### config.mk
export PLATFORM = sky130hd
export DESIGN_NAME = qubit_gate_sequencer_flat
export DESIGN_NICKNAME = d
export VERILOG_FILES = /design/src/rtl/qgate_pkg.sv /design/src/rtl/qubit_gate_sequencer_if.sv /design/src/rtl/op_fifo.sv /design/src/rtl/qubit_gate_sequencer.sv /design/src/flat_wrapper.sv
export SDC_FILE = /design/constraint.sdc
export NUM_CORES = 2
export LEC_CHECK = 0
export BUFFER_PORTS_ARGS = -buffer_cell sky130_fd_sc_hd__buf_2
export CAP_MARGIN = 20
export CORE_AREA = 2 2 258 260
export DETAILED_ROUTE_END_ITERATION = 10
export DIE_AREA = 0 0 260 262
export HOLD_SLACK_MARGIN = 0.03
export PLACE_DENSITY_LB_ADDON = 0.12
export SKIP_CTS_REPAIR_TIMING = 1
export SLEW_MARGIN = 30
export SYNTH_ARGS = -nofsm -noshare
export SYNTH_HDL_FRONTEND = slang
export SYNTH_SLANG_ARGS = --single-unit
### constraint.sdc
create_clock -name i_clk -period 7.5 [get_ports i_clk]
set_input_delay 0 -clock i_clk [delete_from_list [all_inputs] [get_ports i_clk]]
set_output_delay 0 -clock i_clk [all_outputs]
set_load 0.1 [all_outputs]
### src/rtl/qgate_pkg.sv
// Shared types, fixed-point constants and helpers for the single-qubit gate sequencer.
// Amplitudes are signed Q(W-FRAC).FRAC values with an implicit scale of SCALE_FACTOR.
`ifndef FIXED_WIDTH
`define FIXED_WIDTH 16
`endif
`ifndef SCALE_FACTOR
`define SCALE_FACTOR 16384
`endif
`ifndef FIXED_POINT_CONST_1
`define FIXED_POINT_CONST_1 16384
`endif

package qgate_pkg;
    localparam int W    = `FIXED_WIDTH;
    localparam int FRAC = $clog2(`SCALE_FACTOR);

    localparam logic signed [W-1:0] ONE       = W'(`FIXED_POINT_CONST_1);
    localparam logic signed [W-1:0] INV_SQRT2 =
        W'($rtoi(real'(`SCALE_FACTOR) * 0.7071067811865476 + 0.5));
    localparam logic signed [W-1:0] AMP_MAX   = {1'b0, {(W-1){1'b1}}};
    localparam logic signed [W-1:0] AMP_MIN   = {1'b1, {(W-1){1'b0}}};

    typedef enum logic [2:0] {
        OP_I   = 3'd0,
        OP_X   = 3'd1,
        OP_Y   = 3'd2,
        OP_Z   = 3'd3,
        OP_S   = 3'd4,
        OP_SDG = 3'd5,
        OP_H   = 3'd6,
        OP_RSV = 3'd7
    } op_t;

    typedef struct packed {
        logic signed [W-1:0] re;
        logic signed [W-1:0] im;
    } cplx_t;

    typedef struct packed {
        logic last;
        op_t  code;
    } op_entry_t;

    // Two's-complement negation that clips -MIN to MAX instead of wrapping.
    function automatic logic signed [W-1:0] sat_neg(input logic signed [W-1:0] x);
        return (x == AMP_MIN) ? AMP_MAX : -x;
    endfunction
endpackage

### src/rtl/qubit_gate_sequencer_if.sv
// Host-side bundle: state load, opcode stream and final-state readout handshakes.
interface qubit_gate_sequencer_if;
    import qgate_pkg::*;

    logic  load_valid;
    logic  load_ready;
    cplx_t load_a;
    cplx_t load_b;
    logic  op_valid;
    logic  op_ready;
    op_t   op_code;
    logic  op_last;
    logic  out_valid;
    logic  out_ready;
    cplx_t out_a;
    cplx_t out_b;

    modport master (
        output load_valid, load_a, load_b, op_valid, op_code, op_last, out_ready,
        input  load_ready, op_ready, out_valid, out_a, out_b
    );

    modport slave (
        input  load_valid, load_a, load_b, op_valid, op_code, op_last, out_ready,
        output load_ready, op_ready, out_valid, out_a, out_b
    );
endinterface

### src/rtl/op_fifo.sv
// Synchronous show-ahead FIFO for {last, code} opcode entries.
// Pushes while full are dropped; pops while empty are ignored.
module op_fifo #(
    parameter int DEPTH = 8,
    parameter int WIDTH = 4
) (
    input  logic             i_clk,
    input  logic             i_rst_n,
    input  logic             i_push,
    input  logic [WIDTH-1:0] i_data,
    input  logic             i_pop,
    output logic [WIDTH-1:0] o_data,
    output logic             o_full,
    output logic             o_empty
);
    localparam int AW = $clog2(DEPTH);

    logic [WIDTH-1:0] r_mem [DEPTH];
    logic [AW:0]      r_wr_ptr;
    logic [AW:0]      r_rd_ptr;
    logic             w_do_push;
    logic             w_do_pop;

    // Extra pointer MSB distinguishes full from empty when the indices match.
    assign o_full    = (r_wr_ptr[AW] != r_rd_ptr[AW]) && (r_wr_ptr[AW-1:0] == r_rd_ptr[AW-1:0]);
    assign o_empty   = (r_wr_ptr == r_rd_ptr);
    assign w_do_push = i_push && !o_full;
    assign w_do_pop  = i_pop && !o_empty;
    assign o_data    = r_mem[r_rd_ptr[AW-1:0]];

    always_ff @(posedge i_clk) begin
        if (!i_rst_n) begin
            r_wr_ptr <= '0;
            r_rd_ptr <= '0;
        end else begin
            if (w_do_push) r_wr_ptr <= r_wr_ptr + (AW+1)'(1);
            if (w_do_pop)  r_rd_ptr <= r_rd_ptr + (AW+1)'(1);
        end
    end

    always_ff @(posedge i_clk) begin
        if (w_do_push) r_mem[r_wr_ptr[AW-1:0]] <= i_data;
    end
endmodule

### src/rtl/qubit_gate_sequencer.sv
// Applies a buffered stream of single-qubit gates to one (alpha, beta) state and
// presents the result on a valid/ready port; H takes an extra cycle for the 1/sqrt2 scale.
module qubit_gate_sequencer
    import qgate_pkg::*;
#(
    parameter int OP_FIFO_DEPTH = 8
) (
    input  logic                   i_clk,
    input  logic                   i_rst_n,
    qubit_gate_sequencer_if.slave  bus,
    output logic                   o_busy,
    output logic                   o_err_illegal_op
);
    localparam int PW = 2*W + 2;

    typedef enum logic [1:0] {S_IDLE, S_RUN, S_RUN_H2, S_DONE} state_t;

    state_t              r_state;
    state_t              w_next;
    cplx_t               r_a;
    cplx_t               r_b;
    cplx_t               w_ga;
    cplx_t               w_gb;
    logic signed [W:0]   r_hs_re;
    logic signed [W:0]   r_hs_im;
    logic signed [W:0]   r_hd_re;
    logic signed [W:0]   r_hd_im;
    logic                r_h_last;
    logic                r_err;
    logic                w_pop;
    logic                w_full;
    logic                w_empty;
    logic [3:0]          w_fifo_rd;
    op_entry_t           w_entry;

    op_fifo #(.DEPTH(OP_FIFO_DEPTH), .WIDTH(4)) u_op_fifo (
        .i_clk   (i_clk),
        .i_rst_n (i_rst_n),
        .i_push  (bus.op_valid),
        .i_data  ({bus.op_last, bus.op_code}),
        .i_pop   (w_pop),
        .o_data  (w_fifo_rd),
        .o_full  (w_full),
        .o_empty (w_empty)
    );

    assign w_entry = op_entry_t'(w_fifo_rd);

    // round(x * INV_SQRT2 / 2^FRAC) with half-LSB bias, then clip to the amplitude range.
    function automatic logic signed [W-1:0] h_scale(input logic signed [W:0] x);
        logic signed [PW-1:0] p;
        p = PW'(x) * PW'(INV_SQRT2) + (PW'(1) <<< (FRAC-1));
        p = p >>> FRAC;
        if (p > PW'(AMP_MAX)) return AMP_MAX;
        if (p < PW'(AMP_MIN)) return AMP_MIN;
        return p[W-1:0];
    endfunction

    always_ff @(posedge i_clk) begin
        if (!i_rst_n) r_state <= S_IDLE;
        else          r_state <= w_next;
    end

    always_comb begin
        w_next         = r_state;
        w_pop          = 1'b0;
        bus.load_ready = (r_state == S_IDLE);
        bus.out_valid  = (r_state == S_DONE);
        o_busy         = (r_state != S_IDLE);
        case (r_state)
            S_IDLE:   if (bus.load_valid) w_next = S_RUN;
            S_RUN: begin
                if (!w_empty) begin
                    w_pop = 1'b1;
                    if (w_entry.code == OP_H) w_next = S_RUN_H2;
                    else if (w_entry.last)    w_next = S_DONE;
                end
            end
            S_RUN_H2: w_next = r_h_last ? S_DONE : S_RUN;
            S_DONE:   if (bus.out_ready) w_next = S_IDLE;
            default:  w_next = S_IDLE;
        endcase
    end

    // Non-H gate results for the entry at the FIFO head.
    always_comb begin
        w_ga = r_a;
        w_gb = r_b;
        case (w_entry.code)
            OP_X: begin
                w_ga = r_b;
                w_gb = r_a;
            end
            OP_Y: begin
                w_ga.re = r_b.im;
                w_ga.im = sat_neg(r_b.re);
                w_gb.re = sat_neg(r_a.im);
                w_gb.im = r_a.re;
            end
            OP_Z: begin
                w_gb.re = sat_neg(r_b.re);
                w_gb.im = sat_neg(r_b.im);
            end
            OP_S: begin
                w_gb.re = sat_neg(r_b.im);
                w_gb.im = r_b.re;
            end
            OP_SDG: begin
                w_gb.re = r_b.im;
                w_gb.im = sat_neg(r_b.re);
            end
            default: ;
        endcase
    end

    always_ff @(posedge i_clk) begin
        if (!i_rst_n) begin
            r_a      <= '0;
            r_b      <= '0;
            r_hs_re  <= '0;
            r_hs_im  <= '0;
            r_hd_re  <= '0;
            r_hd_im  <= '0;
            r_h_last <= 1'b0;
            r_err    <= 1'b0;
        end else begin
            case (r_state)
                S_IDLE: begin
                    if (bus.load_valid) begin
                        r_a   <= bus.load_a;
                        r_b   <= bus.load_b;
                        r_err <= 1'b0;
                    end
                end
                S_RUN: begin
                    if (!w_empty) begin
                        if (w_entry.code == OP_H) begin
                            r_hs_re  <= {r_a.re[W-1], r_a.re} + {r_b.re[W-1], r_b.re};
                            r_hs_im  <= {r_a.im[W-1], r_a.im} + {r_b.im[W-1], r_b.im};
                            r_hd_re  <= {r_a.re[W-1], r_a.re} - {r_b.re[W-1], r_b.re};
                            r_hd_im  <= {r_a.im[W-1], r_a.im} - {r_b.im[W-1], r_b.im};
                            r_h_last <= w_entry.last;
                        end else begin
                            r_a <= w_ga;
                            r_b <= w_gb;
                        end
                        if (w_entry.code == OP_RSV) r_err <= 1'b1;
                    end
                end
                S_RUN_H2: begin
                    r_a.re <= h_scale(r_hs_re);
                    r_a.im <= h_scale(r_hs_im);
                    r_b.re <= h_scale(r_hd_re);
                    r_b.im <= h_scale(r_hd_im);
                end
                default: ;
            endcase
        end
    end

    assign bus.op_ready     = !w_full;
    assign bus.out_a        = r_a;
    assign bus.out_b        = r_b;
    assign o_err_illegal_op = r_err;
endmodule

### src/flat_wrapper.sv
// flat-port wrapper written by rule: the top's interface ports become plain ports
module qubit_gate_sequencer_flat import qgate_pkg::*;
#(
    parameter int OP_FIFO_DEPTH = 8
)
  (i_clk, i_rst_n, o_busy, o_err_illegal_op, bus_load_valid, bus_load_a, bus_load_b, bus_op_valid, bus_op_code, bus_op_last, bus_out_ready, bus_load_ready, bus_op_ready, bus_out_valid, bus_out_a, bus_out_b);
  qubit_gate_sequencer_if bus_i ();
  input  logic i_clk;
  input  logic i_rst_n;
  output logic o_busy;
  output logic o_err_illegal_op;
  input wire logic [$bits(bus_i.load_valid)-1:0] bus_load_valid;
  input wire logic [$bits(bus_i.load_a)-1:0] bus_load_a;
  input wire logic [$bits(bus_i.load_b)-1:0] bus_load_b;
  input wire logic [$bits(bus_i.op_valid)-1:0] bus_op_valid;
  input wire logic [$bits(bus_i.op_code)-1:0] bus_op_code;
  input wire logic [$bits(bus_i.op_last)-1:0] bus_op_last;
  input wire logic [$bits(bus_i.out_ready)-1:0] bus_out_ready;
  output wire logic [$bits(bus_i.load_ready)-1:0] bus_load_ready;
  output wire logic [$bits(bus_i.op_ready)-1:0] bus_op_ready;
  output wire logic [$bits(bus_i.out_valid)-1:0] bus_out_valid;
  output wire logic [$bits(bus_i.out_a)-1:0] bus_out_a;
  output wire logic [$bits(bus_i.out_b)-1:0] bus_out_b;
  assign bus_i.load_valid = bus_load_valid;
  assign bus_i.load_a = bus_load_a;
  assign bus_i.load_b = bus_load_b;
  assign bus_i.op_valid = bus_op_valid;
  assign bus_i.op_code = bus_op_code;
  assign bus_i.op_last = bus_op_last;
  assign bus_i.out_ready = bus_out_ready;
  assign bus_load_ready = bus_i.load_ready;
  assign bus_op_ready = bus_i.op_ready;
  assign bus_out_valid = bus_i.out_valid;
  assign bus_out_a = bus_i.out_a;
  assign bus_out_b = bus_i.out_b;
  qubit_gate_sequencer #(.OP_FIFO_DEPTH(OP_FIFO_DEPTH)) u_core (.i_clk(i_clk), .i_rst_n(i_rst_n), .bus(bus_i), .o_busy(o_busy), .o_err_illegal_op(o_err_illegal_op));
endmodule
==> impl_metrics.toml <==
[drt]
drt_iter0_drc = 2077
first_pass_iters = 7
routedWlPerCell_um = 21.94
drt-met1-wl_um = 41630
postRouteAntennaNets = 0
via_per_inst = 5.710
vias = 24000
wl_met3_um = 6726
drt_wl_total_um = 92210
drc = 0
top_layer_used = "met4"
wl_met2_um = 41630

[sta]
fmax_mhz = 142.8
setup_viol = 0
relSlewSlack_pct = 29.99
fin_ws_ns = 0.4963
finalCriticalPeriod_ns = 7.004
drv_slew = 0
skew_ns = 0.01518
rsz0062_at_grt = "no"
fin_tns_setup_ns = 0
holdWs_ns = -0.02617
worstMarginPinSlew_ns = 1.049
finalCritPeriodShare_pct = 93.38
hold_violations = 1

[finish]
layout-drive-gt1-share_pct = 8.001
layout.nets = 4218
syn2layout_area_growth_pct = 10.66
nFillCells = 6405

[placement]
io_buffers = 141
pre_cts_ws_ns = 0.5042
detailed_place_hpwl_um = 73420
gp_congestion = 0.9344

[yosys]
netlist_top_cells_area = "ha_1 (25%), fa_1 (19%), dfxtp_1 (10%)"
synth-seq-area-share_pct = 13.89
synth.largest_area_cell = "ha_1"
synth_ff_type = "dfxtp_1"
synthCells = 3194
yosysTopAreaCellShare_pct = 25.23
syn-cell-area_sq_um = 27820
yosys_warnings = 0
ys_seq_elements = 177
ys_async_sr_fraction_pct = 0
synth_cell_types = 82
synth_edf_count = 32
postSynthAreaPerCell_sq_um = 8.711
synth_nets = 4088

[worst_setup_path]
cp_cell_sequence = "ha_1 > fa_1 > inv_1 > fa_1 > inv_1 > fa_1 > inv_1 > fa_1 > inv_1 > fa_1 > ha_1 > a21oi_1 > nor2b_1 > nor4_1 > o21ai_0 > a31oi_1 > o21bai_1 > a211oi_1 > a31oi_1 > a41oi_4 > o211ai_1 > a22o_1"
crit_path_max_fanout = 15
worstPathArrival_ns = 7.40
cp_common_cell = "fa_1"
cp.required_ns = 7.90
crit_type = "flip-flop to flip-flop"
critPathCaptureType = "flip-flop"
worst_path_largest_cell_delay_ns = 0.56
cp-start-kind = "flip-flop"
critPathSlowestCell = "a41oi_4"

[floorplanning]
die_y_um = 262
num_rows = 94
initial_utilization_pct = 42.62
fp.dieW_um = 260
dieArea_sq_um = 68120
io_pins = 142
core_sq_um = 65280

[power]
leakage_uw = 0.01607
powerDensity_nw_per_um2 = 267.1
ir_drop_mv = 0.2825

[clocking]
cts-buffers-inserted = 17
clk_latency_ns = 0.50
cts.sinks = 177
clockRootBuffer = "clkbuf_16"
cts.path.max_buffers = 2
cts_tree = "built"
htree_levels = 4
cts.clk_slew.worst_paths_ns = 0.09

[grt]
grt_max_degree = 87
grt_pass1_vias = 23905
grt.total_usage_pct = 27.42
grt_pass1_wl_um = 142000
overflow = 0
antenna_found_initial = 2

[run_status]
status = "finished, violations left"
violations = "negative hold slack"

[run]
drv_cap = 0

[hold_path]
min_path_type = "input port to flip-flop"
-- flip-flops by register name, summed over array words and instances, names as in the netlist, named ones only --
signal                     count
u_core.r_hs_re                17
u_core.r_h_last                1
u_core.o_err_illegal_op        1
u_core.r_hd_re                16
u_core.bus.out_b              32
u_core.bus.out_a              32
u_core.r_hd_im                17
u_core.u_op_fifo.r_wr_ptr      4
u_core.r_state                 2
u_core.u_op_fifo.r_mem        32
u_core.r_hs_im                16
u_core.u_op_fifo.r_rd_ptr      4
-- logic make-up (layout without fill, tap and decap cells) --
group	count (synthesis)	in the layout	share of synthesized area, %
compound gates	770	770	17.52
mux	21	21	1.120
xor+xnor	141	141	4.439
buf+inv	617	760	8.405
other cells	0	2	0
simple gates	647	647	10.69
flops	177	177	13.89
fa+ha+maj	821	821	43.94
-- final cells by class --
type | instances | area (sq um) | area share (%)
tap | 864 | 1081 | 3.511
antenna | 2 | 5.005 | 0.01626
inverter | 486 | 1826 | 5.929
multi-input combinational | 2400 | 21720 | 70.56
clock buffer | 17 | 425.4 | 1.382
sequential | 177 | 3864 | 12.55
clock inverter | 15 | 207.7 | 0.6746
timing repair buffer | 242 | 1657 | 5.381
-- power breakdown --
part	internal, uW	switching [uW]	leakage [uW]
clock	465	515	0.000305
combinational	1770	3880	0.0143
sequential	1120	471	0.00147
-- synthesized netlist by cell type (8+ instances only) --
master       n
dfxtp_1    145
a31oi_1     28
buf_1        8
o21a_1      16
a311oi_1     9
ha_1       561
or3_1       19
and2_1      11
a21oi_1    185
clkbuf_1   115
and3_1      15
nand2_1    213
a21o_1      28
nor2_1     195
o2111ai_1    9
o211ai_1    46
xor2_1      32
nand3_1     39
mux2i_1     12
a221oi_1    20
nand2b_1    20
edfxtp_1    32
a21oi_2     11
o31ai_1     14
a211oi_1    35
nor2b_1     27
mux4_2       8
fa_1       260
nor3b_1     10
xnor2_1    109
nor4_1      12
o221ai_1    14
inv_1      485
nand4_1     12
o22ai_1     37
nor3_1      47
o21ai_0    231
o21bai_1    14
-- layer usage --
metal,vias to the layer above,global-route usage (%)
li1,11278,-
met1,11785,37.95
met2,812,43.79
met3,125,5.353
met4,0,7.168
met5,-,0
-- critical path, delay by kind of cell, from the launching register on --
| family | cells | cell delay (ns) |
|---|---|---|
| DFF | 1 | 0.48 |
| and+or+nand+nor | 2 | 0.36 |
| buffers and inverters | 4 | 0.20 |
| adders and majority gates | 7 | 3.11 |
| AOI/OAI and AO/OA | 9 | 2.71 |
-- through the flow --
| stage | util (%) | cell area (sq um) | total power, uW | hold WS [ns] | cells |
|---|---|---|---|---|---|
| 3_5_place_dp | 45.18 | 29490 | 7093 | 0.2775 | 4107 |
| 2_1_floorplan | - | 27820 | 5454 | 0.09887 | 3194 |
| 6_report | 47.17 | 30790 | 8224 | -0.02617 | 4203 |
| 3_3_place_gp | 45.12 | 29450 | 7055 | 0.2698 | 4106 |
| 4_1_cts | 46.15 | 30120 | 8111 | -0.2650 | 4139 |
| 5_1_grt | 47.17 | 30790 | 8743 | 0.04354 | 4203 |
-- path summary, 6_finish.rpt --
| kind | start | to | slack, ns | cells after the start |
|---|---|---|---|---|
| hold reg to reg | u_core.o_err_illegal_op | u_core.o_err_illegal_op | 0.48 | 2 |
| setup / recovery | u_core.r_hs_re[4] | u_core.bus.out_a[26] | 0.50 | 22 |
| setup reg to reg | u_core.r_hs_re[4] | u_core.bus.out_a[26] | 0.50 | 22 |
| hold / removal | bus_load_b[28] | u_core.bus.out_b[28] | -0.03 | 5 |
-- cells in the final DEF, fill, tap and decap left out, types with 10 or more instances in the layout --
cell	n
nand4_1	12
ha_1	559
a31oi_1	27
a21oi_1	184
o22ai_1	37
o21ai_0	230
a221oi_1	20
nor2_1	190
o211ai_1	46
nand2b_1	20
nor2b_1	27
nor4_1	12
a21oi_2	11
xor2_1	32
a211oi_1	34
xnor2_1	109
o31ai_1	14
and3_1	15
a21o_1	28
o21a_1	15
fa_1	260
nor3_1	47
o221ai_1	14
o21bai_1	14
mux2i_1	11
buf_4	38
clkbuf_16	17
and2_1	11
edfxtp_1	32
dfxtp_1	145
nand3_1	38
nor3b_1	10
buf_2	141
dlygate4sd3_1	61
or3_1	19
nand2_1	212
inv_1	484
No activity file was read; power rests on OpenSTA's default activity.
